$ cat src/rtl/hazard_unit_pkg.sv
// Purpose: shared CPU definitions for the hazard unit (bypass codes, divide FSM states).
// Latency: n/a (types and constants only).
// Backpressure: n/a.
package hazard_unit_pkg;

   // Bypass select codes for the EX-stage operand muxes
   localparam logic [1:0] FWD_RF  = 2'b00;
   localparam logic [1:0] FWD_WB  = 2'b01;
   localparam logic [1:0] FWD_MEM = 2'b10;

   // Cycles a divide occupies EX unless overridden
   localparam int DIV_CYCLES_DEF = 32;

   typedef enum logic [1:0] {
      DIV_IDLE = 2'd0,
      DIV_BUSY = 2'd1,
      DIV_DONE = 2'd2
   } div_state_e;

   // The younger producer (MEM) wins over the older one (WB)
   function automatic logic [1:0] fwd_sel(input logic hit_mem, input logic hit_wb);
      logic [1:0] sel;
      sel = FWD_RF;
      if (hit_mem) begin
         sel = FWD_MEM;
      end else if (hit_wb) begin
         sel = FWD_WB;
      end
      return sel;
   endfunction

endpackage

$ cat src/rtl/hazard_unit_div_stall_fsm.sv
// Purpose: tracks a multi-cycle divide in EX and freezes the pipeline while it runs.
// Latency: busy one cycle after divstart_i; done pulse DIV_CYCLES cycles after divstart_i.
// Backpressure: divstall_o freezes every stage during BUSY; released in DONE.
module div_stall_fsm
   import hazard_unit_pkg::*;
#(
   parameter int DIV_CYCLES = DIV_CYCLES_DEF
) (
   input  logic clk,
   input  logic rst,
   input  logic divstart_i,
   output logic divbusy_o,
   output logic divdone_o,
   output logic divstall_o
);

   // BUSY runs from DIV_CYCLES-2 down to 0 inclusive, then one DONE cycle
   localparam logic [5:0] CNT_LOAD = 6'(DIV_CYCLES - 2);

   div_state_e state_q, state_d;
   logic [5:0] cnt_q, cnt_d;

   // State and counter registers; reset aborts any divide in flight
   always_ff @(posedge clk or negedge rst) begin
      if (!rst) begin
         state_q <= DIV_IDLE;
         cnt_q   <= 6'd0;
      end else begin
         state_q <= state_d;
         cnt_q   <= cnt_d;
      end
   end

   // Next-state, counter update and decoded outputs
   always_comb begin
      state_d    = state_q;
      cnt_d      = cnt_q;
      divbusy_o  = 1'b0;
      divdone_o  = 1'b0;
      divstall_o = 1'b0;
      case (state_q)
         DIV_IDLE: begin
            if (divstart_i) begin
               state_d = DIV_BUSY;
               cnt_d   = CNT_LOAD;
            end
         end
         DIV_BUSY: begin
            divbusy_o  = 1'b1;
            divstall_o = 1'b1;
            if (cnt_q == 6'd0) begin
               state_d = DIV_DONE;
            end else begin
               cnt_d = cnt_q - 6'd1;
            end
         end
         DIV_DONE: begin
            // A divstart seen here belongs to the divide that is leaving EX
            divbusy_o = 1'b1;
            divdone_o = 1'b1;
            state_d   = DIV_IDLE;
         end
         default: begin
            state_d = DIV_IDLE;
            cnt_d   = 6'd0;
         end
      endcase
   end

endmodule

$ cat src/rtl/hazard_unit.sv
// Purpose: pipeline bypass selection and stall/flush generation; DIV_STALL_EN adds multi-cycle divide stalls.
// Latency: all bypass/stall outputs combinational; divide tracking is registered.
// Backpressure: stallF/D/E/M freeze stages, flushE bubbles EX; divide stall overrides data-hazard stalls.
module hazard_unit
   import hazard_unit_pkg::*;
#(
   parameter int DIV_CYCLES = DIV_CYCLES_DEF
) (
   input  logic       clk,
   input  logic       rst,
   input  logic [4:0] rsD,
   input  logic [4:0] rtD,
   input  logic [4:0] rsE,
   input  logic [4:0] rtE,
   input  logic [4:0] writeregE,
   input  logic [4:0] writeregM,
   input  logic [4:0] writeregW,
   input  logic       regwriteE,
   input  logic       regwriteM,
   input  logic       regwriteW,
   input  logic       memtoregE,
   input  logic       memtoregM,
   input  logic       branchD,
   input  logic       jrD,
   input  logic [1:0] hregwriteE,
   input  logic [1:0] hregwriteM,
   input  logic [1:0] hregwriteW,
   input  logic       divstartE,
   input  logic       mfhiD,
   input  logic       mfloD,
   output logic       forwardaD,
   output logic       forwardbD,
   output logic [1:0] forwardaE,
   output logic [1:0] forwardbE,
   output logic [1:0] forwardhiE,
   output logic [1:0] forwardloE,
   output logic       stallF,
   output logic       stallD,
   output logic       stallE,
   output logic       stallM,
   output logic       flushE,
   output logic       divbusy,
   output logic       divdone
);

   logic [1:0] fwd_a_e, fwd_b_e, fwd_hi_e, fwd_lo_e;
   logic       fwd_a_d, fwd_b_d;
   logic       lw_stall, br_stall, mf_stall, haz_stall, div_stall;
   logic       br_e_hit, br_m_hit;

   // EX and ID bypass selection; register 0 is never forwarded for GPRs
   always_comb begin
      fwd_a_e  = fwd_sel((rsE != 5'd0) && (rsE == writeregM) && regwriteM,
                         (rsE != 5'd0) && (rsE == writeregW) && regwriteW);
      fwd_b_e  = fwd_sel((rtE != 5'd0) && (rtE == writeregM) && regwriteM,
                         (rtE != 5'd0) && (rtE == writeregW) && regwriteW);
      fwd_hi_e = fwd_sel(hregwriteM[1], hregwriteW[1]);
      fwd_lo_e = fwd_sel(hregwriteM[0], hregwriteW[0]);
      fwd_a_d  = (rsD != 5'd0) && (rsD == writeregM) && regwriteM;
      fwd_b_d  = (rtD != 5'd0) && (rtD == writeregM) && regwriteM;
   end

   // Data hazards: load-use, and branch/jr operands still in flight (jr only reads rs)
   always_comb begin
      lw_stall  = memtoregE && ((rtE == rsD) || (rtE == rtD));
      br_e_hit  = regwriteE && ((writeregE == rsD) || (branchD && (writeregE == rtD)));
      br_m_hit  = memtoregM && ((writeregM == rsD) || (branchD && (writeregM == rtD)));
      br_stall  = (branchD || jrD) && (br_e_hit || br_m_hit);
      haz_stall = lw_stall || br_stall || mf_stall;
   end

`ifdef DIV_STALL_EN
   div_stall_fsm #(
      .DIV_CYCLES (DIV_CYCLES)
   ) u_div_fsm (
      .clk        (clk),
      .rst        (rst),
      .divstart_i (divstartE),
      .divbusy_o  (divbusy),
      .divdone_o  (divdone),
      .divstall_o (div_stall)
   );

   // HI/LO readers wait until the divide result is written back
   assign mf_stall = (mfhiD || mfloD) && divbusy;

   logic unused_inputs;
   assign unused_inputs = ^hregwriteE;
`else
   // Single-cycle divider: nothing to track
   assign divbusy   = 1'b0;
   assign divdone   = 1'b0;
   assign div_stall = 1'b0;
   assign mf_stall  = 1'b0;

   logic unused_inputs;
   assign unused_inputs = ^{hregwriteE, divstartE, mfhiD, mfloD, 6'(DIV_CYCLES)};
`endif

   // Output stage: reset forces every control to its safe value; divide stall wins and never flushes
   always_comb begin
      forwardaE  = rst ? fwd_a_e  : FWD_RF;
      forwardbE  = rst ? fwd_b_e  : FWD_RF;
      forwardhiE = rst ? fwd_hi_e : FWD_RF;
      forwardloE = rst ? fwd_lo_e : FWD_RF;
      forwardaD  = rst && fwd_a_d;
      forwardbD  = rst && fwd_b_d;
      stallF     = rst && (div_stall || haz_stall);
      stallD     = rst && (div_stall || haz_stall);
      stallE     = rst && div_stall;
      stallM     = rst && div_stall;
      flushE     = rst && haz_stall && !div_stall;
   end

endmodule
$ cat config.mk
export PLATFORM = sky130hd
export DESIGN_NAME = hazard_unit
export DESIGN_NICKNAME = d
export VERILOG_FILES = /design/src/rtl/hazard_unit_pkg.sv /design/src/rtl/hazard_unit_div_stall_fsm.sv /design/src/rtl/hazard_unit.sv
export SDC_FILE = /design/constraint.sdc
export NUM_CORES = 1
export LEC_CHECK = 0
export ABC_CLOCK_PERIOD_IN_PS = 2700
export CORE_MARGIN = 4
export CORE_UTILIZATION = 34
export DETAILED_ROUTE_END_ITERATION = 8
export PLACE_DENSITY = 0.94
export SLEW_MARGIN = 15
export SYNTH_ARGS = -nofsm -noshare
export SYNTH_HDL_FRONTEND = slang
export SYNTH_SLANG_ARGS = --single-unit
$ cat constraint.sdc
create_clock -name vclk -period 2.7
set_input_delay 0.675 -clock vclk [all_inputs]
set_output_delay 0.675 -clock vclk [all_outputs]
set_load 0.05 [all_outputs]
==> impl_metrics.prom, run 1 <==
# TYPE chip_impl_metric gauge
chip_impl_info{name="outcome",value="complete, but fails checks"} 1
chip_impl_info{name="failed_checks",value="negative setup slack"} 1
chip_impl_metric{name="post_dp_cell_area",unit="um2"} 1740
chip_impl_metric{name="min_period",unit="ns"} 2.72
chip_impl_info{name="min_path_type",value="input port to output pin"} 1
chip_impl_info{name="worstPathCellList",value="buf_2, xnor2_1, nand4_1, nor4_4, and2_4, buf_12"} 1
chip_impl_metric{name="clkbuf_count",unit=""} 0
chip_impl_metric{name="grt_pass1_wl",unit="um"} 6310
chip_impl_metric{name="grt_usage",unit=""} 0.243
chip_impl_metric{name="via_count_of_the_first_global_routing_pass",unit=""} 1259
chip_impl_metric{name="power-per-cell-area",unit="nW/um2"} 172
chip_impl_info{name="rsz0062_at_grt",value="true"} 1
chip_impl_metric{name="globalRouteOverflowTotal",unit=""} 0
chip_impl_metric{name="viasPerCell",unit=""} 5.47
chip_impl_metric{name="syn_inst",unit=""} 109
chip_impl_metric{name="cp_max_fo",unit=""} 4
chip_impl_metric{name="sequential_cell_total",unit=""} 0
chip_impl_metric{name="total_leakage_power",unit="nW"} 0.823
chip_impl_metric{name="power.clock.fraction",unit=""} 0
chip_impl_metric{name="grt_start_max_net_pins",unit=""} 13
chip_impl_metric{name="die_width",unit="um"} 56.9
chip_impl_metric{name="post-route-drc-count",unit=""} 0
chip_impl_metric{name="synth.cell_area",unit="um2"} 815
chip_impl_metric{name="gp_congestion",unit=""} 0.967
chip_impl_metric{name="initialDrtViolationCount",unit=""} 30
chip_impl_metric{name="sequentialPowerShare",unit=""} 0
chip_impl_info{name="criticalPathCategory",value="input port to output pin"} 1
chip_impl_metric{name="regArea",unit="um2"} 0
chip_impl_metric{name="utilization",unit=""} 0.868
chip_impl_metric{name="top_level_ports",unit=""} 70
chip_impl_metric{name="final_layout_size_suffix_gt1_frac",unit=""} 0.578
chip_impl_metric{name="p_sw_frac",unit=""} 0.509
chip_impl_metric{name="route.antenna.remaining_nets",unit=""} 0
chip_impl_metric{name="post_detailed_route_wirelength_per_cell",unit="um"} 21.0
chip_impl_metric{name="postLayoutSetupSlackWorst",unit="ns"} -0.0189
chip_impl_metric{name="synth.lib_cells_used.distinct",unit=""} 27
chip_impl_metric{name="antenna_found_initial",unit=""} 0
chip_impl_metric{name="avgSynthCellArea",unit="um2"} 7.47
chip_impl_metric{name="critPathArrivalTime",unit="ns"} 2.04
chip_impl_metric{name="wl",unit="um"} 4630
chip_impl_metric{name="final-setup-viol-count",unit=""} 2
chip_impl_metric{name="worst_ir_drop_vdd",unit="mV"} 0.125
chip_impl_info{name="critPathLaunchType",value="input port"} 1
chip_impl_metric{name="number_of_port_buffers",unit=""} 60
chip_impl_metric{name="final_design_area_no_fill",unit="um2"} 1960
chip_impl_info{name="setup.worst_path.end_class",value="output pin"} 1
chip_impl_info{name="path_delay_family",value="simple AND/OR/NAND/NOR gates"} 1
chip_impl_metric{name="placeableCoreArea",unit="um2"} 2250
chip_impl_metric{name="drt-pass1-iter-count",unit=""} 4
chip_impl_metric{name="whs",unit="ns"} 1.85
chip_impl_metric{name="finalHoldViolCount",unit=""} 0
chip_impl_metric{name="placement_rows",unit=""} 17
chip_impl_metric{name="die_height",unit="um"} 56.9
chip_impl_metric{name="cts_hold_buffers",unit=""} 0
chip_impl_metric{name="crit_required",unit="ns"} 2.03
chip_impl_metric{name="finalCritPeriodShare",unit=""} 1.01
chip_impl_metric{name="cell_internal_pwr",unit="uW"} 166
chip_impl_metric{name="fillerInstances",unit=""} 118
chip_impl_metric{name="maxClockFrequency",unit="GHz"} 0.368
chip_impl_info{name="worst_path_slowest_cell",value="sky130_fd_sc_hd__nor4_4"} 1
chip_impl_metric{name="power.share.combinational",unit=""} 1.000
chip_impl_metric{name="synth.yosys.warnings",unit=""} 0
chip_impl_metric{name="yosysSeqAreaShare",unit=""} 0
chip_impl_metric{name="crit_buf_inv",unit=""} 2
chip_impl_metric{name="start_util",unit=""} 0.361
chip_impl_metric{name="detailroute.via_count",unit=""} 1203
chip_impl_metric{name="drv.max_cap_violation_count",unit=""} 0
chip_impl_metric{name="area_growth_syn_to_layout",unit="%"} 140
chip_impl_metric{name="diodes",unit=""} 0
chip_impl_metric{name="fin_total_pwr",unit="uW"} 338
chip_impl_metric{name="critical_path.max_stage_delay",unit="ns"} 0.41
chip_impl_info{name="commonest_cells_after_routing_fill_and_taps_aside",value="sky130_fd_sc_hd__buf_4, sky130_fd_sc_hd__xnor2_1, sky130_fd_sc_hd__buf_12"} 1
chip_impl_metric{name="detailed_place_hpwl",unit="um"} 3100
chip_impl_metric{name="switching_power",unit="uW"} 172
chip_impl_metric{name="layout.nets",unit=""} 247
chip_impl_metric{name="timing_max_transition_violations_final",unit=""} 0
chip_impl_metric{name="die_area",unit="um2"} 3240
chip_impl_info{name="layout.cells.most_common",value="sky130_fd_sc_hd__buf_4"} 1
## per-stage QoR
stage | worst slack, ns | setup TNS [ns] | cells
after floorplan | -0.146 | -0.199 | 112
after global placement | -0.389 | -2.65 | 213
after detailed placement | -0.467 | -3.20 | 213
after CTS | -0.0225 | -0.0252 | 217
after global routing | -0.0542 | -0.148 | 220
final | -0.0189 | -0.0216 | 220
## power by group through the flow
stage | Combinational (mW) | Clock (mW) | Sequential (mW)
floorplan | 0.133 | 0 | 0
global placement | 0.275 | 0 | 0
detailed placement | 0.288 | 0 | 0
CTS | 0.300 | 0 | 0
global route | 0.353 | 0 | 0
finish | 0.338 | 0 | 0
## layer usage
layer,share of wire,track usage
met1,0.37,0.260
met2,0.53,0.498
met3,0.065,0.0181
met4,0.035,0.0662
met5,0,0
## path summary, 6_finish.rpt
path / end / slack [ns] / startpoint / cells past startpoint
worst max-delay path: forwardbE[1] / -0.02 / writeregM[3] / 6
worst min-delay path: forwardaD / 1.85 / rsD[1] / 5
## synth_stat cells, drive strengths merged (2+ instances only)
cell,count,area [um2]
nor2,4,22.5
clkbuf,3,11.3
nand3,5,25.0
xor2,17,149
nand2,4,15.0
nor3,6,30.0
xnor2,33,289
o22ai,2,12.5
or4,4,33.8
nor4,4,37.5
buf,9,68.8
nand4,6,37.5
and2,4,26.3
## timing repair
item,CTS,global route
setup buffers,4,3
gates resized for setup,100,58
pin swaps,25,27
endpoints found under the setup margin,9,9
## tightest hold or removal path: cells and delay by family
| family | cells | cell delay [ns] |
|---|---|---|
| xor gates and xnor gates | 1 | 0.08 |
| buffers and inverters | 2 | 0.29 |
| and+or+nand+nor | 2 | 0.14 |
## area by class of cell
class / instances / area (um2) / share of cell area
multi-input cells: 100 / 1020 / 0.519
well taps: 28 / 35.0 / 0.0179
repair buffers: 92 / 906 / 0.463
## kinds of logic (layout without fill, tap and decap cells)
group / Yosys count / in the layout / synth area share
XOR/XNOR: 50 / 50 / 0.538
AND/OR/NAND/NOR: 39 / 39 / 0.301
buffers and inverters: 12 / 92 / 0.0983
AO/OA/AOI/OAI: 7 / 7 / 0.0584
other: 1 / 4 / 0.00460
Note: power is estimated with default switching activity, not from simulation.
==> run 2: changes to the inputs <==
--- a/config.mk
+++ b/config.mk
@@ -5,11 +5,12 @@
 export SDC_FILE = /design/constraint.sdc
 export NUM_CORES = 1
 export LEC_CHECK = 0
-export ABC_CLOCK_PERIOD_IN_PS = 2700
+export CELL_PAD_IN_SITES_DETAIL_PLACEMENT = 1
+export CELL_PAD_IN_SITES_GLOBAL_PLACEMENT = 2
 export CORE_MARGIN = 4
-export CORE_UTILIZATION = 34
+export CORE_UTILIZATION = 16
 export DETAILED_ROUTE_END_ITERATION = 8
-export PLACE_DENSITY = 0.94
+export PLACE_DENSITY = 0.93
 export SLEW_MARGIN = 15
 export SYNTH_ARGS = -nofsm -noshare
 export SYNTH_HDL_FRONTEND = slang
==> run 2 against run 1 <==
  * The flow still finishes with violations (negative setup slack)
  * Combinational power shrank 3%
  * Setup slack improved by 0.018 ns
  * Utilization down 44 points
  * Wire length is 12% lower
==> impl_metrics.prom, run 2 (synthesis results as in run 1) <==
# TYPE chip_impl_metric gauge
chip_impl_metric{name="crit_buf_inv",unit=""} 2
chip_impl_metric{name="area_growth_syn_to_layout",unit="%"} 151
chip_impl_metric{name="maxClockFrequency",unit="GHz"} 0.370
chip_impl_info{name="outcome",value="complete, but fails checks"} 1
chip_impl_metric{name="postLayoutSetupSlackWorst",unit="ns"} -0.000930
chip_impl_metric{name="holdPathStages",unit=""} 5
chip_impl_metric{name="finalCritPeriodShare",unit=""} 1.00
chip_impl_metric{name="final-setup-viol-count",unit=""} 1
chip_impl_metric{name="dp.cells",unit=""} 263
chip_impl_metric{name="initialDrtViolationCount",unit=""} 16
chip_impl_metric{name="final_layout_size_suffix_gt1_frac",unit=""} 0.570
chip_impl_info{name="criticalPathCategory",value="input port to output pin"} 1
chip_impl_metric{name="grt_usage",unit=""} 0.128
chip_impl_metric{name="top_level_ports",unit=""} 70
chip_impl_metric{name="globalRouteOverflowTotal",unit=""} 0
chip_impl_metric{name="fin_tns_setup",unit="ns"} -0.000930
chip_impl_metric{name="layout.nets",unit=""} 255
chip_impl_metric{name="wl",unit="um"} 4060
chip_impl_metric{name="pre_cts_slack",unit="ns"} -0.459
chip_impl_metric{name="number_of_port_buffers",unit=""} 60
chip_impl_metric{name="antenna_found_initial",unit=""} 0
chip_impl_metric{name="regArea",unit="um2"} 0
chip_impl_metric{name="placeableCoreArea",unit="um2"} 4820
chip_impl_metric{name="power-per-cell-area",unit="nW/um2"} 161
chip_impl_info{name="cp-startpoint",value="rsE[2]"} 1
chip_impl_info{name="path_delay_family",value="simple AND/OR/NAND/NOR gates"} 1
chip_impl_metric{name="viasPerCell",unit=""} 4.27
chip_impl_info{name="min_path_type",value="input port to output pin"} 1
chip_impl_metric{name="diodes",unit=""} 0
chip_impl_metric{name="drt-pass1-iter-count",unit=""} 4
chip_impl_metric{name="route.antenna.remaining_nets",unit=""} 0
chip_impl_metric{name="finalHoldViolCount",unit=""} 0
chip_impl_metric{name="cp_max_fo",unit=""} 2
chip_impl_metric{name="critical_path.max_stage_delay",unit="ns"} 0.54
chip_impl_metric{name="crit_required",unit="ns"} 2.03
chip_impl_info{name="worst_path_slowest_cell",value="sky130_fd_sc_hd__or4_4"} 1
chip_impl_metric{name="die_height",unit="um"} 79.4
chip_impl_metric{name="die_width",unit="um"} 79.4
chip_impl_metric{name="fin_total_pwr",unit="uW"} 329
chip_impl_info{name="rsz0062_at_grt",value="true"} 1
chip_impl_metric{name="grt_start_max_net_pins",unit=""} 13
chip_impl_metric{name="min_period",unit="ns"} 2.70
chip_impl_metric{name="worst_ir_drop_vdd",unit="mV"} 0.0437
chip_impl_metric{name="drv.max_cap_violation_count",unit=""} 0
chip_impl_metric{name="post-route-drc-count",unit=""} 0
chip_impl_metric{name="grt_pass1_wl",unit="um"} 6510
chip_impl_info{name="critPathLaunchType",value="input port"} 1
chip_impl_info{name="worst_path_most_repeated_cell",value="sky130_fd_sc_hd__nor4_4"} 1
chip_impl_metric{name="finish.cell_count_without_fillers",unit=""} 267
chip_impl_info{name="failed_checks",value="negative setup slack"} 1
chip_impl_metric{name="post_detailed_route_wirelength_per_cell",unit="um"} 15.2
chip_impl_info{name="layout.cells.most_common",value="sky130_fd_sc_hd__buf_4"} 1
chip_impl_metric{name="via_count_of_the_first_global_routing_pass",unit=""} 1309
chip_impl_metric{name="gp_congestion",unit=""} 0.838
chip_impl_metric{name="cp.depth",unit=""} 6
chip_impl_info{name="hold_start",value="rsD[3]"} 1
chip_impl_metric{name="placement_rows",unit=""} 25
chip_impl_metric{name="clkbuf_count",unit=""} 0
chip_impl_metric{name="die_area",unit="um2"} 6300
chip_impl_metric{name="total_leakage_power",unit="nW"} 0.870
chip_impl_metric{name="critPathArrivalTime",unit="ns"} 2.03
chip_impl_metric{name="detailed_place_hpwl",unit="um"} 3380
chip_impl_info{name="worstPathCellList",value="buf_6, or4_4, nor2_4, nor4_4, nor4_4, buf_12"} 1
chip_impl_info{name="setup.worst_path.end_class",value="output pin"} 1
chip_impl_metric{name="sequential_cell_total",unit=""} 0
chip_impl_metric{name="timing_max_transition_violations_final",unit=""} 0
chip_impl_info{name="commonest_cells_after_routing_fill_and_taps_aside",value="sky130_fd_sc_hd__buf_4, sky130_fd_sc_hd__xnor2_1, sky130_fd_sc_hd__xor2_1, sky130_fd_sc_hd__buf_12, sky130_fd_sc_hd__xnor2_2"} 1
chip_impl_metric{name="detailroute.via_count",unit=""} 1140
chip_impl_metric{name="start_util",unit=""} 0.169
## run 2: cell types whose count changed in the layout (fill, tap and decap cells not counted), sizes merged
cell | before | now
clkdlybuf4s50 | 11 | 10
clkbuf | 12 | 10
buf | 59 | 67
clkdlybuf4s15 | 3 | 4
dlygate4sd2 | 2 | 3
dlymetal6s2s | 5 | 6
## run 2: timing repair
action / in CTS / in global routing
buffers inserted: 3 / 1
resized for setup: 104 / 45
setup endpoints to repair: 9 / 9
hold buffers: 0 / 0
pin swaps: 30 / 23
## run 2: worst paths after layout
| kind | endpoint | slack [ns] |
|---|---|---|
| max | forwardaE[0] | -0.0009 |
| min | forwardaD | 1.89 |
## run 2: per-layer routing
layer | GRT usage | routed length [um] | vias up | share of wire
met5 | 0 | 0 | - | 0
met4 | 0.0103 | 43 | 0 | 0.011
met3 | 0.0136 | 184 | 4 | 0.045
met2 | 0.259 | 2290 | 31 | 0.56
met1 | 0.146 | 1550 | 550 | 0.38
li1 | - | - | 555 | -
## run 2: final cells by class
type | count | area [um2]
fill | 578 | 2770
multi-input combinational | 100 | 995
tap | 67 | 83.8
timing repair buffer | 100 | 968
## run 2: stage by stage
step,hold WS [ns],utilization,area [um2]
5_1_grt,1.92,0.425,2050
4_1_cts,1.93,0.419,2020
6_report,1.89,0.425,2050
3_5_place_dp,2.01,0.389,1870
2_1_floorplan,1.53,-,868
3_3_place_gp,2.00,0.389,1870
## run 2: power breakdown
part	total (mW)	switching [mW]	internal [mW]
registers	0	0	0
logic	0.329	0.158	0.171
clock network	0	0	0
total	0.329	0.158	0.171
